File: src/rtl/fabric_reset_seq.sv
// rtl/fabric_reset_seq.sv - fabric reset sequencer gated on synchronised PLL lock and device init
`timescale 1ns/1ps

module fabric_reset_seq #(
  parameter int SYNC_STAGES = 2,
  parameter int LOCK_FILTER = 16,
  parameter int HOLD_CYCLES = 160
) (
  input  logic       CLK,
  input  logic       RESET_N,
  input  logic       PLL_LOCK,
  input  logic       INIT_DONE,
  input  logic       SW_RST_REQ,
  input  logic       CLR_LOCK_LOST,
  output logic       FABRIC_RESET_N,
  output logic       LOCK_LOST,
  output logic [1:0] STATE
);

  localparam int FW = $clog2(LOCK_FILTER + 1);
  localparam int HW = $clog2(HOLD_CYCLES + 1);

  typedef enum logic [1:0] {
    ST_ASSERT = 2'd0,
    ST_WAIT   = 2'd1,
    ST_HOLD   = 2'd2,
    ST_RUN    = 2'd3
  } state_t;

  state_t                 state_q, state_d;
  logic [SYNC_STAGES-1:0] pll_sync_q;
  logic [SYNC_STAGES-1:0] init_sync_q;
  logic [FW-1:0]          filt_cnt_q, filt_cnt_d;
  logic [HW-1:0]          hold_cnt_q, hold_cnt_d;
  logic                   fab_rst_n_q;
  logic                   lock_lost_q, lock_lost_d;
  logic                   lost_set;
  logic                   qual;

  always_ff @(posedge CLK or negedge RESET_N) begin
    if (!RESET_N) begin
      pll_sync_q  <= '0;
      init_sync_q <= '0;
    end else begin
      pll_sync_q  <= {pll_sync_q[SYNC_STAGES-2:0], PLL_LOCK};
      init_sync_q <= {init_sync_q[SYNC_STAGES-2:0], INIT_DONE};
    end
  end

  assign qual = pll_sync_q[SYNC_STAGES-1] & init_sync_q[SYNC_STAGES-1];

  always_comb begin
    state_d    = state_q;
    filt_cnt_d = filt_cnt_q;
    hold_cnt_d = hold_cnt_q;
    lost_set   = 1'b0;
    case (state_q)
      ST_ASSERT: begin
        state_d    = ST_WAIT;
        filt_cnt_d = '0;
        hold_cnt_d = '0;
      end
      ST_WAIT: begin
        if (!qual) begin
          filt_cnt_d = '0;
        end else if (filt_cnt_q == FW'(LOCK_FILTER - 1)) begin
          state_d    = ST_HOLD;
          filt_cnt_d = '0;
          hold_cnt_d = '0;
        end else begin
          filt_cnt_d = filt_cnt_q + FW'(1);
        end
      end
      ST_HOLD: begin
        if (!qual) begin
          state_d    = ST_WAIT;
          filt_cnt_d = '0;
          hold_cnt_d = '0;
        end else if (hold_cnt_q == HW'(HOLD_CYCLES - 1)) begin
          state_d    = ST_RUN;
          hold_cnt_d = '0;
        end else begin
          hold_cnt_d = hold_cnt_q + HW'(1);
        end
      end
      ST_RUN: begin
        if (!qual) begin
          state_d  = ST_ASSERT;
          lost_set = 1'b1;
        end
      end
      default: state_d = ST_ASSERT;
    endcase
    // Software request overrides the transition but a coincident lock loss is still recorded
    if (SW_RST_REQ) begin
      state_d    = ST_ASSERT;
      filt_cnt_d = '0;
      hold_cnt_d = '0;
    end
  end

  always_comb begin
    lock_lost_d = lock_lost_q;
    if (lost_set) begin
      lock_lost_d = 1'b1;
    end else if (CLR_LOCK_LOST) begin
      lock_lost_d = 1'b0;
    end
  end

  always_ff @(posedge CLK or negedge RESET_N) begin
    if (!RESET_N) begin
      state_q     <= ST_ASSERT;
      filt_cnt_q  <= '0;
      hold_cnt_q  <= '0;
      fab_rst_n_q <= 1'b0;
      lock_lost_q <= 1'b0;
    end else begin
      state_q     <= state_d;
      filt_cnt_q  <= filt_cnt_d;
      hold_cnt_q  <= hold_cnt_d;
      fab_rst_n_q <= (state_d == ST_RUN);
      lock_lost_q <= lock_lost_d;
    end
  end

  assign FABRIC_RESET_N = fab_rst_n_q;
  assign LOCK_LOST      = lock_lost_q;
  assign STATE          = state_q;

endmodule
File: config.mk
export PLATFORM = sky130hd
export DESIGN_NAME = fabric_reset_seq
export DESIGN_NICKNAME = d
export VERILOG_FILES = /design/src/rtl/fabric_reset_seq.sv
export SDC_FILE = /design/constraint.sdc
export NUM_CORES = 1
export LEC_CHECK = 0
export CAP_MARGIN = 0
export CORE_MARGIN = 4
export CORE_UTILIZATION = 40
export DETAILED_ROUTE_END_ITERATION = 16
export GPL_TIMING_DRIVEN = 0
export SKIP_CTS_REPAIR_TIMING = 1
export SKIP_LAST_GASP = 1
export SYNTH_ARGS = -nofsm -noshare
export SYNTH_HDL_FRONTEND = slang
export SYNTH_SLANG_ARGS = --single-unit
File: constraint.sdc
create_clock -name CLK -period 2.1 [get_ports CLK]
set_input_delay 0.42 -clock CLK [delete_from_list [all_inputs] [get_ports CLK]]
set_output_delay 0.42 -clock CLK [all_outputs]
set_load 0.01 [all_outputs]
Word-level counts from Yosys, hierarchy flattened
Index checks and enable logic that the tools add are counted.
{"block": "classes", "bitwise": 1, "n_addsub": 2, "reduce_logical": 5, "muxes": 22, "eq_ne": 9}
{"op": "2-to-1 mux 8 bit", "n": 5}
{"op": "one-hot mux 8 bit (3 select lines)", "n": 1}
{"op": "2-to-1 mux 5 bit", "n": 4}
{"op": "one-hot mux 5 bit (3 select lines)", "n": 1}
{"op": "2-to-1 mux 2 bit", "n": 6}
{"op": "!= test 3 bit (second input constant)", "n": 3}
{"op": "adder 8 x 1 -> 8 bit (second input constant)", "n": 1}
{"op": "equality test 8 bit (second input constant)", "n": 1}
{"op": "one-hot mux 2 bit (4 select lines)", "n": 1}
{"op": "equality test 2 bit (second input constant)", "n": 3}
{"op": "adder 5 x 1 -> 5 bit (second input constant)", "n": 1}
{"op": "equality test 5 x 4 -> 1 bit (second input constant)", "n": 1}
{"op": "2-to-1 mux 1 bit", "n": 4}
{"op": "nonzero test 4 bit", "n": 1}
{"op": "AND reduction 3 bit", "n": 1}
{"op": "equality test 2 x 1 -> 1 bit (second input constant)", "n": 1}
{"op": "logical NOT 2 bit", "n": 1}
{"op": "AND reduction 2 bit", "n": 1}
{"op": "nonzero test 2 bit", "n": 1}
{"op": "AND 1 bit", "n": 1}
{"block": "word_totals", "regBits": 21}

Depth between registers and ports, before layout
Gate-level depths: netlist (run 1).
{"block": "logic_depth", "ltp_word": 6, "ltp_mapped": 5, "mapped_depth_nobuf": 5}

Least setup slack after synthesis (run 1)
OpenSTA, ideal clock, no wires.
{"block": "synth_timing", "path_kind": "register to register", "startpoint": "register filt_cnt_q[0]", "endpoint": "register filt_cnt_q[3]", "arrival_time_ns": 1.578, "period_less_slack_ns": 1.642, "stages_incl_launch_ff": 6, "path_buffers": 0, "slack_ns": 0.458, "required_time_ns": 2.036, "path_cell_list": "dfrtp_1 ha_1 and4b_4 or4_4 o21ai_1 a21o_1"}
{"block": "synth_between", "elab_chain_cells": 5}
{"element": "from (decl)", "line_no": "33", "rtl": "logic [FW-1:0] filt_cnt_q, filt_cnt_d;"}
{"element": "from (signal assigned)", "line_no": "120", "rtl": "filt_cnt_q <= filt_cnt_d;"}
{"element": "adder 5 x 1 -> 5 bit / equality test 5 x 4 -> 1 bit (equally long branches)", "line_no": "71, 66"}
{"element": "2-to-1 mux 5 bit (*)", "line_no": "66", "rtl": "end else if (filt_cnt_q == FW'(LOCK_FILTER - 1)) begin"}
{"element": "2-to-1 mux 5 bit (*)", "line_no": "64", "rtl": "if (!qual) begin"}
{"element": "one-hot mux 5 bit (3 select lines) (*)", "line_no": "57", "rtl": "case (state_q)"}
{"element": "2-to-1 mux 5 bit (*)", "line_no": "95", "rtl": "if (SW_RST_REQ) begin"}
Mark *: on every way between the ends. The rest lies on a longest branch, timed or not.
A chain may end at the register's enable or synchronous reset.

Worst setup path after layout (run 1)
{"block": "layout_timing", "startpoint": "register state_q[1] (netlist: STATE[1])", "endpoint": "output port STATE[1]"}
{"element": "from (decl)", "line_no": "30", "rtl": "state_t state_q, state_d;"}
{"element": "from (signal assigned)", "line_no": "119", "rtl": "state_q <= state_d;"}
{"element": "to (decl)", "line_no": "17", "rtl": "output logic [1:0] STATE"}
No word-level cell between the ends.

==> results of run 1 <==
## registers in the layout (all words and copies together), names as in the netlist
signal	flops
LOCK_LOST	1
STATE	2
init_sync_q	2
FABRIC_RESET_N	1
hold_cnt_q	8
filt_cnt_q	5
pll_sync_q	2
## layout by cell type, fill, tap and decap left out, drive strengths merged, types with 4 or more instances in the layout
master / netlist / routed
inv: 5 / 5
a22o: 4 / 4
dfrtp: 21 / 21
nand3: 6 / 6
a21oi: 5 / 5
o21ai: 7 / 7
nand2: 5 / 5
nor2: 4 / 4
clkdlybuf4s50: 0 / 9
clkbuf: 1 / 4
## metrics by stage
stage,std cells,cell area (um2)
after CTS,136,1181
after detailed placement,132,1154
after floorplan,93,1026
after global placement,132,1154
after global routing,136,1181
final,136,1181
## worst max path at each step
stage,to,depth (start not counted),slack (ns)
finish,STATE[1],1,0.27
global route,STATE[1],1,0.19
floorplan,filt_cnt_q[3]$_DFFE_PN0P_,5,0.46
CTS,STATE[1],1,0.26
detailed placement,hold_cnt_q[5]$_DFFE_PN0P_,5,0.02
global placement,hold_cnt_q[5]$_DFFE_PN0P_,5,0.05
## cells by family (layout without fill, tap and decap cells)
logic type / after synthesis / after routing / share of synthesized area (%)
buffers and inverters: 6 / 19 / 2.195
AO/OA/AOI/OAI: 26 / 26 / 18.66
XOR/XNOR: 2 / 2 / 1.708
adder cells (fa/ha/maj): 2 / 2 / 2.439
AND/OR/NAND/NOR: 33 / 33 / 20.61
multiplexers: 3 / 3 / 3.171
flip-flops: 21 / 21 / 51.22
## layer usage
layer  vias to the layer above  track usage [%]  wire [um]
met5                         -                0          0
met1                       356            15.81        849
met2                        14            20.41        864
li1                        368                -          -
met3                         2            3.070         95
met4                         0            3.883         25
## power groups by stage
stage                     Sequential (uW)  Clock, uW  Combinational, uW
final                                 414        197               41.0
after global placement                422          0               41.2
after global routing                  415        224               46.4
after CTS                             414        206               41.9
after floorplan                       422          0               17.0
after detailed placement              422          0               41.8
## worst register-to-register path: stages, from the launching register on
cell and delay (ns):
dfrtp_1 0.42, ha_1 0.25, and4b_4 0.22, or4_4 0.56, nor3b_2 0.18, a21o_1 0.09
## final cells by class
| cell class | count | area [um2] |
|---|---|---|
| sequential | 21 | 525.5 |
| buffer | 1 | 3.754 |
| multi-input combinational | 66 | 478.0 |
| inverter | 5 | 18.77 |
| tap | 30 | 37.54 |
| clock buffer | 3 | 22.52 |
| clock inverter | 1 | 5.005 |
| timing repair buffer | 9 | 90.09 |
| fill | 225 | 1274 |
==> impl_metrics.ini, run 1 <==
[critical_path]
setup.worst_path.class = reg -> out
slowest_stage = clkdlybuf4s50_1
cp-startpoint = STATE[1]$_DFF_PN0_
critical-path-max-stage-delay_ns = 0.59
r2r_cells = 5
cp-start-kind = flop
cp_cell_sequence = clkdlybuf4s50_1
r2r-start = filt_cnt_q[0]$_DFFE_PN0P_
reg2reg_to = filt_cnt_q[3]$_DFFE_PN0P_
critPathCaptureType = output pin
crit_buf_inv = 1
cp_max_fo = 8
crit_family = buffers and inverters
cp.required_ns = 1.68
worstPathArrival_ns = 1.41
setup.reg_to_reg.worst_slack_ns = 0.33

[power]
p_seq_share_pct = 63.5
p_int_uw = 498.8
p_leak_uw = 0.0005154
switching_share_pct = 23.51
p_clk_share_pct = 30.3
powerDensity_nw_per_um2 = 552.1
power.switching_uw = 153.3
fin_total_pwr_uw = 652.1
comb_power_share_pct = 6.3
peakVddDrop_uv = 295.1

[die]
die_y_um = 58.65
fp-row-count = 18
ios = 10
die-area_um2 = 3439
core_um2 = 2455
dieWidth_um = 58.65
start_util_pct = 41.79

[yosys]
ys_top_cells_by_area = dfrtp_1 (51%), a22o_1 (3.4%), nand3_1 (2.9%), a21oi_1 (2.4%), ha_1 (2.4%)
synth_top_area_share_pct = 51.22
synth_nets = 101
synth_warnings = 0
synth.most_common_cell = dfrtp_1
synth_area_leader_cell = dfrtp_1
yosysUniqueCellTypes = 35
seq_area_frac_synth_pct = 51.22
synth_commonest_cells = dfrtp_1 (21), nand3_1 (6)
synth_cells = 93
synthArstFlopShare_pct = 100.0
syn_area_per_cell_um2 = 11.03
yosys_register_bits = 21
synth_flop_cell = dfrtp_1
synth_edf_count = 0
syn_area_um2 = 1026

[worst_hold_path]
hold_end = pll_sync_q[1]$_DFF_PN0_
min_from = pll_sync_q[0]$_DFF_PN0_
worstHoldPathType = reg -> reg
hold_depth = 0

[timing]
layout_min_cycle_time_ns = 1.831
setup_viol = 0
tightest_slew_ns = 0.9552
slew-limit-headroom_pct = 36.12
max_freq_mhz = 546.2
setup_ws_ns = 0.2691
final_max_slew_viol_count = 0
finalSetupTns_ns = 0
rsz0062_at_grt = no
skew_ns = 0.007203
post-route-period-util_pct = 87.18
hold_viol = 0
holdWs_ns = 0.3648

[global_route]
grtUsageTotal_pct = 12.32
antenna_found_initial = 0
grt_pass1_wl_mm = 3.291
grt_pass1_vias = 740
overflow = 0
grt_max_degree = 22

[final_layout]
area_delta_synth_final_pct = 15.12
drive_above_1_share_pct = 13.21
antennaDiodeCount = 0
final_nets = 115
finish.utilization_pct = 48.11

[routing]
avgRoutedWirePerCell_um = 13.49
vias_per_cell = 5.441
via_count = 740
drt-initial-drc-count = 22
drc = 0
drt_pass1_iterations = 4
drt-total-wl_mm = 1.834
postRouteAntennaNets = 0

[placed_design]
place.detailed.hpwl_mm = 1.304
place_ws_ns = 0.02288
gp_congestion = 0.7451
port_buffers = 9

[cts]
htreeDepth = 1
numCtsBuffers = 3
clock_latency_ns = 0.31
cts_tree = done
max-clock-path-buffers = 2
clk_pin_slew_ns = 0.12
cts.sinks = 21
ctsRootBufferMaster = clkbuf_4

[flow_run]
maxCapViolations = 0

[run_status]
status = finished clean
(Power assumes the default switching activity.)
==> inputs of run 2 (changes only) <==
Settings changed: CORE_UTILIZATION 40 to 54, PLACE_DENSITY set to 0.76.
==> run 2 against run 1 <==
Against the previous run: fmax is 0.13% higher; worst hold slack worse by 0.0026 ns; sequential power is essentially flat; clock power is essentially flat; largest power group unchanged.
==> impl_metrics.ini, run 2 (same netlist as run 1, synthesis figures left out) <==
[run_status]
status = finished clean

[die]
ios = 10
core_um2 = 1764
dieWidth_um = 51.59
die-area_um2 = 2662
fp-row-count = 15
die_y_um = 51.59
start_util_pct = 58.16

[routing]
vias_per_cell = 5.794
postRouteAntennaNets = 0
avgRoutedWirePerCell_um = 14.15
drt-initial-drc-count = 6
drt-total-wl_mm = 1.854
drc = 0
via_count = 759
drt_pass1_iterations = 4

[global_route]
overflow = 0
grt_pass1_vias = 725
antenna_found_initial = 0
grt_max_degree = 22
grtUsageTotal_pct = 16.07
grt_pass1_wl_mm = 3.243

[placed_design]
gp_congestion = 0.8286
dpl.cell_count = 127
placed_cell_area_um2 = 1147
port_buffers = 9
place.detailed.hpwl_mm = 1.340
place_ws_ns = 0.02055

[timing]
hold_viol = 0
layout_min_cycle_time_ns = 1.828
setup_viol = 0
post-route-period-util_pct = 87.07
final_max_slew_viol_count = 0
tightest_slew_ns = 0.8963
skew_ns = 0.001044
max_freq_mhz = 546.9
setup_ws_ns = 0.2715
slew-limit-headroom_pct = 40.06
rsz0062_at_grt = no
finalSetupTns_ns = 0

[final_layout]
drive_above_1_share_pct = 12.26
stdcell_area_um2 = 1174
final_common_cell = dfrtp_1
top_register = hold_cnt_q
final_nets = 115
stdcell_count = 131
antennaDiodeCount = 0
largest_reg_flops = 8
finish.utilization_pct = 66.52
area_delta_synth_final_pct = 14.39
top_regs = hold_cnt_q: 8 flops, filt_cnt_q: 5 flops
final_cell_mix = dfrtp_1 (21), clkdlybuf4s50_1 (9), nand3_1 (6)

[flow_run]
maxCapViolations = 0

[critical_path]
cp_max_fo = 8
cp_cell_sequence = clkdlybuf4s50_1
slowest_stage = clkdlybuf4s50_1
critPathCaptureType = output pin
crit_family = buffers and inverters
setup.worst_path.class = reg -> out
crit_buf_inv = 1
worstPathArrival_ns = 1.41
critical-path-max-stage-delay_ns = 0.59
cp-start-kind = flop
cp.required_ns = 1.68

[worst_hold_path]
worstHoldPathType = reg -> reg

[cts]
cts.sinks = 21
max-clock-path-buffers = 2
clk_pin_slew_ns = 0.11
clock_latency_ns = 0.30
ctsRootBufferMaster = clkbuf_4
numCtsBuffers = 3
htreeDepth = 1
cts_tree = done

[power]
p_leak_uw = 0.0005126
powerDensity_nw_per_um2 = 553.8
peakVddDrop_uv = 341.8
## run 2: cell count changes in the layout (fill, tap and decap cells not counted), sizes merged
cell / delta
clkbuf: +1
clkinv: -1
## run 2: metal layers
layer,wire (um),up-vias,GRT usage (%)
li1,-,370,-
met1,925,369,21.93
met2,819,15,25.42
met3,83,5,3.438
met4,25,0,5.240
met5,0,-,0
## run 2: cell type report
| type | count | area, um2 |
|---|---|---|
| Fill cell | 148 | 590.6 |
| Sequential cell | 21 | 525.5 |
| Multi-Input combinational cell | 66 | 478.0 |
| Timing Repair Buffer | 9 | 90.09 |
| Tap cell | 25 | 31.28 |
| Clock buffer | 4 | 26.28 |
| Inverter | 5 | 18.77 |
| Buffer | 1 | 3.754 |
## run 2: power breakdown
group / total, uW / internal [uW] / switching [uW]
Combinational: 41.4 / 18.0 / 23.5
Sequential: 414 / 410 / 4.49
Clock: 194 / 74.1 / 120
## run 2: path summary, 6_finish.rpt
kind                            slack (ns)  cells past startpoint                   endpoint                      start
worst max register to register        0.32                      5         STATE[0]$_DFF_PN0_  hold_cnt_q[1]$_DFFE_PN0P_
worst max-delay path                  0.27                      1                   STATE[1]         STATE[1]$_DFF_PN0_
worst min-delay path                  0.36                      0   init_sync_q[1]$_DFF_PN0_   init_sync_q[0]$_DFF_PN0_
min in group asynchronous             0.61                      1  hold_cnt_q[6]$_DFFE_PN0P_                    RESET_N
max in group asynchronous             0.95                      1  hold_cnt_q[0]$_DFFE_PN0P_                    RESET_N
worst min register to register        0.36                      0   init_sync_q[1]$_DFF_PN0_   init_sync_q[0]$_DFF_PN0_
## run 2: stage by stage
step | hold slack [ns] | power [uW]
after CTS | 0.3679 | 653.9
after floorplan | 0.1244 | 438.7
after global placement | 0.3318 | 462.1
after detailed placement | 0.3418 | 463.5
final | 0.3622 | 650.0
after global routing | 0.3750 | 674.2
